**config.mk**
```make
export PLATFORM = sky130hd
export DESIGN_NAME = regfile_wb_arbiter
export DESIGN_NICKNAME = d
export VERILOG_FILES = /design/src/rtl/regfile_wb_arbiter.sv
export SDC_FILE = /design/constraint.sdc
export NUM_CORES = 1
export LEC_CHECK = 0
export ABC_CLOCK_PERIOD_IN_PS = 2180
export CORE_MARGIN = 1
export CORE_UTILIZATION = 41
export CTS_CLUSTER_SIZE = 12
export DETAILED_ROUTE_END_ITERATION = 8
export PLACE_DENSITY = 0.89
export REMOVE_ABC_BUFFERS = 1
export SETUP_SLACK_MARGIN = 0.3
export SLEW_MARGIN = 5
export SYNTH_ARGS = -nofsm -noshare
export SYNTH_HDL_FRONTEND = slang
export SYNTH_SLANG_ARGS = --single-unit
```
**constraint.sdc**
```tcl
create_clock -name clk -period 2.18 [get_ports clk]
set_clock_uncertainty 0.2 [all_clocks]
set_input_delay 0.436 -clock clk [delete_from_list [all_inputs] [get_ports clk]]
set_output_delay 0.436 -clock clk [all_outputs]
set_load 0.005 [all_outputs]
```
**src/rtl/regfile_wb_arbiter.sv**
```systemverilog
// regfile_wb_arbiter: arbitrates two writeback sources onto the single regfile write port
// and tracks pending writes in a per-register busy scoreboard.
// Ports:
//   clk, rst_n                 clock (rising edge), asynchronous active-low reset
//   a_valid/a_ready/a_rd/a_data  source A (ALU/branch) writeback handshake
//   b_valid/b_ready/b_rd/b_data  source B (load/mul-div) writeback handshake
//   rsv_valid/rsv_rd           issue-stage destination reservation
//   busy                       scoreboard, bit i set while xi has a write pending
//   RegWrite/WriteRegister/WriteData  registered regfile write port
module regfile_wb_arbiter #(
    parameter int DATA_W = 32,
    parameter bit FAIR   = 1'b1
) (
    input  logic              clk,
    input  logic              rst_n,
    input  logic              a_valid,
    output logic              a_ready,
    input  logic [4:0]        a_rd,
    input  logic [DATA_W-1:0] a_data,
    input  logic              b_valid,
    output logic              b_ready,
    input  logic [4:0]        b_rd,
    input  logic [DATA_W-1:0] b_data,
    input  logic              rsv_valid,
    input  logic [4:0]        rsv_rd,
    output logic [31:0]       busy,
    output logic              RegWrite,
    output logic [4:0]        WriteRegister,
    output logic [DATA_W-1:0] WriteData
);
    logic              last_b;
    logic              grant_a;
    logic              grant_b;
    logic [4:0]        sel_rd;
    logic [DATA_W-1:0] sel_data;
    logic [31:0]       clr;
    logic [31:0]       set;
    logic [31:0]       busy_next;

    // A wins unless B also wants the port and, under round-robin, A won last time
    always_comb begin
        grant_a   = a_valid & (~b_valid | (FAIR == 1'b0) | last_b);
        grant_b   = b_valid & ~grant_a;
        a_ready   = grant_a;
        b_ready   = grant_b;
        sel_rd    = grant_a ? a_rd : b_rd;
        sel_data  = grant_a ? a_data : b_data;
        clr       = RegWrite ? (32'd1 << WriteRegister) : 32'd0;
        set       = (rsv_valid && rsv_rd != 5'd0) ? (32'd1 << rsv_rd) : 32'd0;
        // a fresh reservation outranks the commit clearing the same bit
        busy_next = (busy & ~clr) | set;
    end

    always_ff @(posedge clk or negedge rst_n) begin
        if (!rst_n) begin
            last_b        <= 1'b1;
            RegWrite      <= 1'b0;
            WriteRegister <= 5'd0;
            WriteData     <= '0;
            busy          <= 32'd0;
        end else begin
            if (grant_a || grant_b) begin
                last_b        <= grant_b;
                WriteRegister <= sel_rd;
                WriteData     <= sel_data;
            end
            // x0 writes complete the handshake but never reach the regfile
            RegWrite <= (grant_a || grant_b) && sel_rd != 5'd0;
            busy     <= busy_next;
        end
    end
endmodule

```
== Word level (Yosys, flattened, before mapping) ==
Cells that the tools add are included.
W data, S select, Z words.

* Reductions and logical operators: 5
* Shift-type cells: 2
* Bitwise operators: 8
* Muxes and demuxes: 4

{| class="wikitable"
|+ Operators with widths
! kind !! count
|-
| $mux W32 || 3
|-
| $shl A1 B5 Y32 const A || 2
|-
| $and A32 B32 Y32 || 1
|-
| $not A32 Y32 || 1
|-
| $or A32 B32 Y32 || 1
|-
| $reduce_bool A5 Y1 || 2
|-
| $mux W5 || 1
|-
| $and A1 B1 Y1 || 2
|-
| $logic_and A1 B1 Y1 || 2
|-
| $not A1 Y1 || 2
|-
| $logic_or A1 B1 Y1 || 1
|-
| $or A1 B1 Y1 || 1
|}

* Input bits: 84
* Logic and storage cells: 24
* Flip-flop bits (word level): 71
* Output and inout bits: 72

== Logic depth before layout (Yosys ltp) ==
* Depth after elaboration: 7
* Depth in mapped cells: 5
* Depth with buffers taken out: 3

== Worst setup path after synthesis ==
Ideal clock, no wire load.

* Kind: input -> output
* Start point: input port a_valid
* End point: output port a_ready
* Path slack: 509 ps
* Data required time: 1,544 ps
* Path buffers: 3
* Stages: 5
* Arrival time: 1,035 ps
* Cell sequence: buf_4 > o21ai_1 > buf_4 > buf_6 > inv_1

* Word-level cells in the longest chain between the ends: 1

{| class="wikitable"
|+ Ends and longest elaborated chain
! element !! line !! RTL
|-
| from (decl) || 16 || <nowiki>input logic a_valid,</nowiki>
|-
| $and A1 B1 Y1 || 42 || <nowiki>grant_a = a_valid & (~b_valid | (FAIR == 1'b0) | last_b);</nowiki>
|-
| to (decl) || 17 || <nowiki>output logic a_ready,</nowiki>
|}

No other way between the ends.

== Worst setup path after layout ==
* Start point: register busy[4]
* End point: output port busy[4]

{| class="wikitable"
|+ RTL lines
! element !! line !! RTL
|-
| from (decl) || 26 || <nowiki>output logic [31:0] busy,</nowiki>
|-
| from (signal assigned) || 69 || <nowiki>busy <= busy_next;</nowiki>
|}

No word-level cell between the ends.

==> flow_summary.json <==
{
  "number_of_detailed_route_iterations_in_the_first_pass": 5,
  "insertedDiodeCount": 0,
  "grt_antenna_before_repair": 0,
  "worstSetupEndpointType": "output port",
  "clock_tree_from_tritoncts": "built",
  "cpMaxStageDelayCell": "sky130_fd_sc_hd__clkdlybuf4s50_1",
  "starting_density_of_the_core_pct": 42.9,
  "avgRoutedWirePerCell_um": 17.8,
  "cellLeakagePower_nw": 2.35,
  "drt_iter0_drc": 135,
  "number_of_nets_at_the_end_of_the_flow": 531,
  "synth_area_mm2": 0.00335,
  "first_pass_grt_wire_length_um": 15900,
  "cell_type_group_with_the_largest_total_delay_on_the_critical_path": "buffers and inverters",
  "clockPowerShare_pct": 19.9,
  "fp.dieArea_mm2": 0.00854,
  "final_antenna_net_count": 0,
  "synthCells": 275,
  "timing.critical_path.cells": "clkdlybuf4s50_1",
  "tritoncts_num_sinks": 71,
  "fin_cells": 552,
  "syn_to_final_growth_pct": 58.9,
  "final_hold_viols": 0,
  "worst_slew_pin_slew_ps": 468,
  "min-delay-path-class": "reg -> reg",
  "rows": 32,
  "path_clk_slew_ps": 70,
  "cts_made_buffers": 9,
  "library_cells_used_by_synthesis": 34,
  "layout.area.seq_mm2": 0.00178,
  "multi_input_area_mm2": 0.00147,
  "cp-startpoint": "busy[4]",
  "finalCoreUtilization_pct": 68.2,
  "async_flop_share_pct": 100,
  "placedCellCount": 530,
  "via_count": 3035,
  "drv_slew": 0,
  "rsz0062_at_grt": "true",
  "final.fill_count": 573,
  "power.sequential.fraction_pct": 43.5,
  "ys_seq_area_share_pct": 53.0,
  "track_usage_pct": 24.5,
  "synth-edff-count": 0,
  "ir_drop_v": 0.000398,
  "clockRootBuffer": "sky130_fd_sc_hd__clkbuf_8",
  "maximum_number_of_pins_on_one_net_before_global_route_repair": 72,
  "fmaxAchievable_ghz": 0.541,
  "portBuffers": 155,
  "path_buf_inv": 1,
  "dieWidth_um": 92.4,
  "pwr-share-comb_pct": 36.7,
  "maxSlewHeadroom_pct": 68.8,
  "synth_top_flop_cell": "sky130_fd_sc_hd__dfrtp_1",
  "clkLatencyLatePin_ps": 330,
  "yosysWarnings": 0,
  "post_route_cells_drive_above_1_share_pct": 24.2,
  "crit_required_ps": 1540,
  "crit_path_max_fanout": 2,
  "worst_hold_startpoint": "busy[11]",
  "core_area_mm2": 0.00781,
  "reg2reg_from": "last_b",
  "drc": 0,
  "chip_height_um": 92.4,
  "post_synth.cell_area_avg_um2": 12.2,
  "wirelength_um": 9830,
  "report.power.total_w": 0.00431,
  "finalWorstPathRequiredPeriod_ps": 1850,
  "first_global_vias": 3122,
  "dpl.hpwl_um": 7310,
  "internal_cell_power_w": 0.00309,
  "finalWeightedCongestion": 0.875,
  "sw_frac_of_total_pct": 28.4,
  "synth_seq_cells": 71,
  "arrival_ps": 1210,
  "max_cap_violations": 0,
  "setup-violations-final": 0,
  "timing_worst_setup_path_type": "reg -> out",
  "power_density_mw_per_mm2": 809,
  "cts_buffer_depth": 2,
  "io-pin-count": 156,
  "netSwitchingPower_w": 0.00123,
  "cts_h_tree_lvls": 3,
  "grt-ovfl-total": 0,
  "post_drt_via_cell_ratio": 5.50,
  "cp-start-kind": "flip-flop",
  "status": "complete, no violations",
  "fin_crit_sh_pct": 84.8,
  "max_stage_delay_ps": 500
}
-- state kept, by name (all words and copies together), names as in the netlist --
signal,flops
RegWrite,1
last_b,1
WriteRegister,5
WriteData,32
busy,32
-- cell usage in the layout, fill, tap and decap left out, drive strengths merged, types with 3 or more instances in the layout --
| master | count |
|---|---|
| o31ai | 3 |
| or2 | 5 |
| mux2 | 64 |
| o21ai | 60 |
| o32a | 4 |
| nor2 | 3 |
| clkbuf | 13 |
| clkdlybuf4s50 | 115 |
| dlygate4sd2 | 4 |
| dlymetal6s2s | 33 |
| nand4bb | 4 |
| nand4b | 4 |
| nand2 | 6 |
| o21a | 4 |
| dfrtp | 70 |
| inv | 4 |
| nand3 | 4 |
| buf | 21 |
| nand2b | 8 |
-- cell families (layout without fill, tap and decap cells) --
family          after synthesis  in the layout  share of synthesized area, %
mux                          65             65                          21.8
compound gates               77             77                          13.1
buf+inv                      18            193                          3.40
flops                        71             71                          53.0
simple gates                 44             44                          8.66
-- repair_timing --
action                                  in CTS  in global routing
resized for setup                           14                 35
endpoints found under the setup margin      39                 36
endpoints found under the hold margin       70                  0
setup buffers                                6                  1
pin swaps                                    0                  1
hold buffers                                 1                  0
-- synth_stat cells, types with 3 or more instances --
cell type	n	area, µm²
sky130_fd_sc_hd__nor2_1	3	11.3
sky130_fd_sc_hd__nand2_1	6	22.5
sky130_fd_sc_hd__o31ai_1	3	22.5
sky130_fd_sc_hd__o21a_1	4	30.0
sky130_fd_sc_hd__inv_1	4	15.0
sky130_fd_sc_hd__mux2_2	63	709
sky130_fd_sc_hd__buf_4	3	22.5
sky130_fd_sc_hd__buf_2	4	20.0
sky130_fd_sc_hd__or2_2	5	31.3
sky130_fd_sc_hd__clkbuf_1	3	11.3
sky130_fd_sc_hd__o32a_1	4	40.0
sky130_fd_sc_hd__dfrtp_1	70	1750
sky130_fd_sc_hd__nand4bb_1	4	45.0
sky130_fd_sc_hd__nand3_1	4	20.0
sky130_fd_sc_hd__o21ai_0	59	295
sky130_fd_sc_hd__buf_6	4	45.0
sky130_fd_sc_hd__nand4b_1	4	35.0
sky130_fd_sc_hd__nand2b_1	8	50.1
-- per-layer routing --
| layer | share of wire [%] | GRT usage, % | vias up |
|---|---|---|---|
| met1 | 36 | 27.6 | 1465 |
| met2 | 50 | 40.5 | 176 |
| li1 | - | - | 1365 |
| met4 | 2.7 | 9.77 | 0 |
| met5 | 0 | 0 | - |
| met3 | 12 | 10.7 | 29 |
-- final timing paths --
path,end,slack (ps),cells past startpoint
setup / recovery,busy[4],330,1
hold / removal,busy[11],310,2
setup reg to reg,WriteData[7],400,4
hold reg to reg,busy[11],310,2
max in group asynchronous,last_b,990,3
min in group asynchronous,busy[3],460,3
-- area by class of cell --
cell class	count	area share (%)
clock buffers	12	2.54
clock inverters	2	0.188
inverters	4	0.282
multi-input cells	186	27.6
flip-flops and latches	71	33.5
well taps	102	2.40
repair buffers	175	33.5
-- power by group through the flow --
stage | logic (W) | registers, W | clock network, W
global route | 0.00173 | 0.00192 | 0.000941
detailed placement | 0.00158 | 0.00193 | 0
finish | 0.00158 | 0.00187 | 0.000856
CTS | 0.00163 | 0.00188 | 0.000873
floorplan | 0.000437 | 0.00193 | 0
global placement | 0.00153 | 0.00192 | 0
-- through the flow --
stage	hold slack (ps)	TNS (ps)	area, µm²	setup slack [ps]
floorplan	-59.6	-24920	3250	-719
global placement	289	-6070	5040	-212
detailed placement	295	-6630	5040	-225
CTS	310	0	5240	205
global route	339	0	5330	271
finish	306	0	5330	332
No activity file was read; power rests on OpenSTA's default activity.
==> RTL change (config.mk and constraints unchanged) <==
Change the parameter `DATA_W` from 32 to 48.
--- a/src/rtl/regfile_wb_arbiter.sv
+++ b/src/rtl/regfile_wb_arbiter.sv
@@ -8,7 +8,7 @@
 //   busy                       scoreboard, bit i set while xi has a write pending
 //   RegWrite/WriteRegister/WriteData  registered regfile write port
 module regfile_wb_arbiter #(
-    parameter int DATA_W = 32,
+    parameter int DATA_W = 48,
     parameter bit FAIR   = 1'b1
 ) (
     input  logic              clk,
Ports: changed (resized WriteData, a_data and b_data); port bits go from 156 to 204. The function was not compared with the original's and may differ.
==> RTL change against the original RTL <==
- power grew 22%
- sequential cell count rose by 16
- synthesized area grew 24%
- setup slack got worse by 0.0068 ns
- non-clock buffer count grew 56
- utilization up 0.86 points
- routed wire length up 33%
- final area is 27% higher
- critical path depth unchanged
- synthesized cell count grew 19%
- highest routed layer unchanged
==> RTL change: results (changes against the original RTL) <==
----------------------------------------------------
[Run status]
  Run status ... finished clean

[Cells and area]
  CLK BUF ... 11 (-1)
  Filler instances ... 710 (+24%)
  Data buffer area share ... 35.2% (+1.7 points)
  Multi-input combinational cell count ... 218 (+17%)
  Area of the multi-input gates ... 1830 µm² (+24%)
  Area taken by flip-flops and latches ... 2180 µm² (+22%)
  Largest regs ... WriteData x48, busy x32, WriteRegister x5
  Non-CTS buffers ... 231 (+32%)
  Number of nets at the end of the flow ... 667 (+26%)
  Share of final-layout standard cells stronger than drive strength 1 ... 27.7% (+3.5 points)
  Clock buffers and inverters, area share ... 2.93% (+0.21 points)

[Place]
  Worst Setup Slack post-DPL ... -0.222 ns (+0.00283 ns)
  Global placer's final weighted congestion ... 0.892 (+2.0%)
  Quantity of I/O buffers inserted on ports ... 203 (+31%)
  HPWL after detailed placement ... 9780 µm (+34%)

[Route]
  Avg WL per Cell ... 19.0 µm (+6.5%)
  Number of DRC markers after the initial detailed-route iteration ... 114 (-16%)
  Post-DR vias/cell ... 5.26 (-4.3%)
  Detailed route wirelength on metal3 ... 1360 µm (+18%)
  Detailed Routing Iterations Pass 1 ... 4 (-1)
  Detailed route wirelength on metal2 ... 6950 µm (+43%)

[STA]
  Tightest Pin Transition ... 0.355 ns (-0.113 ns)
  Fin crit share ... 85.1% (+0.31 points)

[Global routing]
  Met1 Resource Use GR ... 26.7% (-0.88 points)
  Maximum number of pins on one net before global-route repair ... 49 (-32%)
  Met3 usage ... 9.22% (-1.5 points)
  GR Layer Usage met2 ... 44.5% (+4.0 points)
  Via count of the first global-routing pass ... 3756 (+20%)

[Critical path]
  Worst setup path start ... busy[2]$_DFF_PN0_
  Reg-to-reg startpoint ... WriteRegister[4]$_DFFE_PN0P_
  Critical register-to-register path endpoint ... busy[4]$_DFF_PN0_
  R2R setup slack ... 0.35 ns (-0.05 ns)
  Cells on worst reg2reg path ... 4 (unchanged)
  Worst setup endpoint ... busy[2]
  Kind of capture point of the worst setup path ... output pin

[Yosys]
  Sequential cell area fraction in the yosys report ... 52.2% (-0.81 points)
  Post-synth top cells ... 96 x sky130_fd_sc_hd__mux2_2, 86 x sky130_fd_sc_hd__dfrtp_1, 59 x sky130_fd_sc_hd__o21ai_0
  Unique cell type count in the Yosys netlist ... 33 (-2.9%)
  Share of the synthesized area in compound gates (AO/OA/AOI/OAI) ... 10.8% (-2.3 points)
  Mux share of post-synthesis cell area ... 26.2% (+4.4 points)

[Power]
  Cell leakage power ... 3.05 nW (+30%)
  Seq. pwr ... 2.23 mW (+19%)
  Combinational Power ... 1.88 mW (+19%)
  Switching part of the total power ... 28.4% (-0.072 points)
  Worst vdd ir ... 0.000485 V (+22%)

[Clocking]
  Number of clock sinks ... 87 (+23%)
  Worst-case clock buffer depth ... 2 (unchanged)
  Clock tree root buffer cell ... sky130_fd_sc_hd__clkbuf_8

[Hold path]
  Startpoint of the most critical hold path ... busy[21]$_DFF_PN0_
  Instance count along the most critical hold path ... 2 (unchanged)
  Hold Path End ... busy[21]$_DFF_PN0_

----------------------------------------------------
[RTL change: changes by cell type after synthesis]
cell / change
sky130_fd_sc_hd__o21ai_1: -1
sky130_fd_sc_hd__buf_6: +5
sky130_fd_sc_hd__mux2_1: -1
sky130_fd_sc_hd__dfrtp_1: +16
sky130_fd_sc_hd__mux2_2: +33
sky130_fd_sc_hd__o21ai_4: +1
sky130_fd_sc_hd__buf_2: -2
[RTL change: metrics by stage]
stage / instances / power [mW] / hold slack, ns / instance area, µm²
floorplan: 309 / 2.81 / -0.0596 / 4030
global placement: 660 / 4.05 / 0.163 / 6370
detailed placement: 660 / 4.15 / 0.173 / 6370
CTS: 684 / 5.27 / 0.319 / 6610
global route: 689 / 5.54 / 0.354 / 6780
finish: 689 / 5.25 / 0.317 / 6780
[RTL change: repair_timing]
action | in CTS | in global routing
cloned | 0 | 1
pin swaps | 0 | 1
gates resized for setup | 29 | 50
hold buffers | 1 | 0
setup endpoints to repair | 27 | 93
setup buffers | 7 | 4
endpoints found under the hold margin | 23 | 0
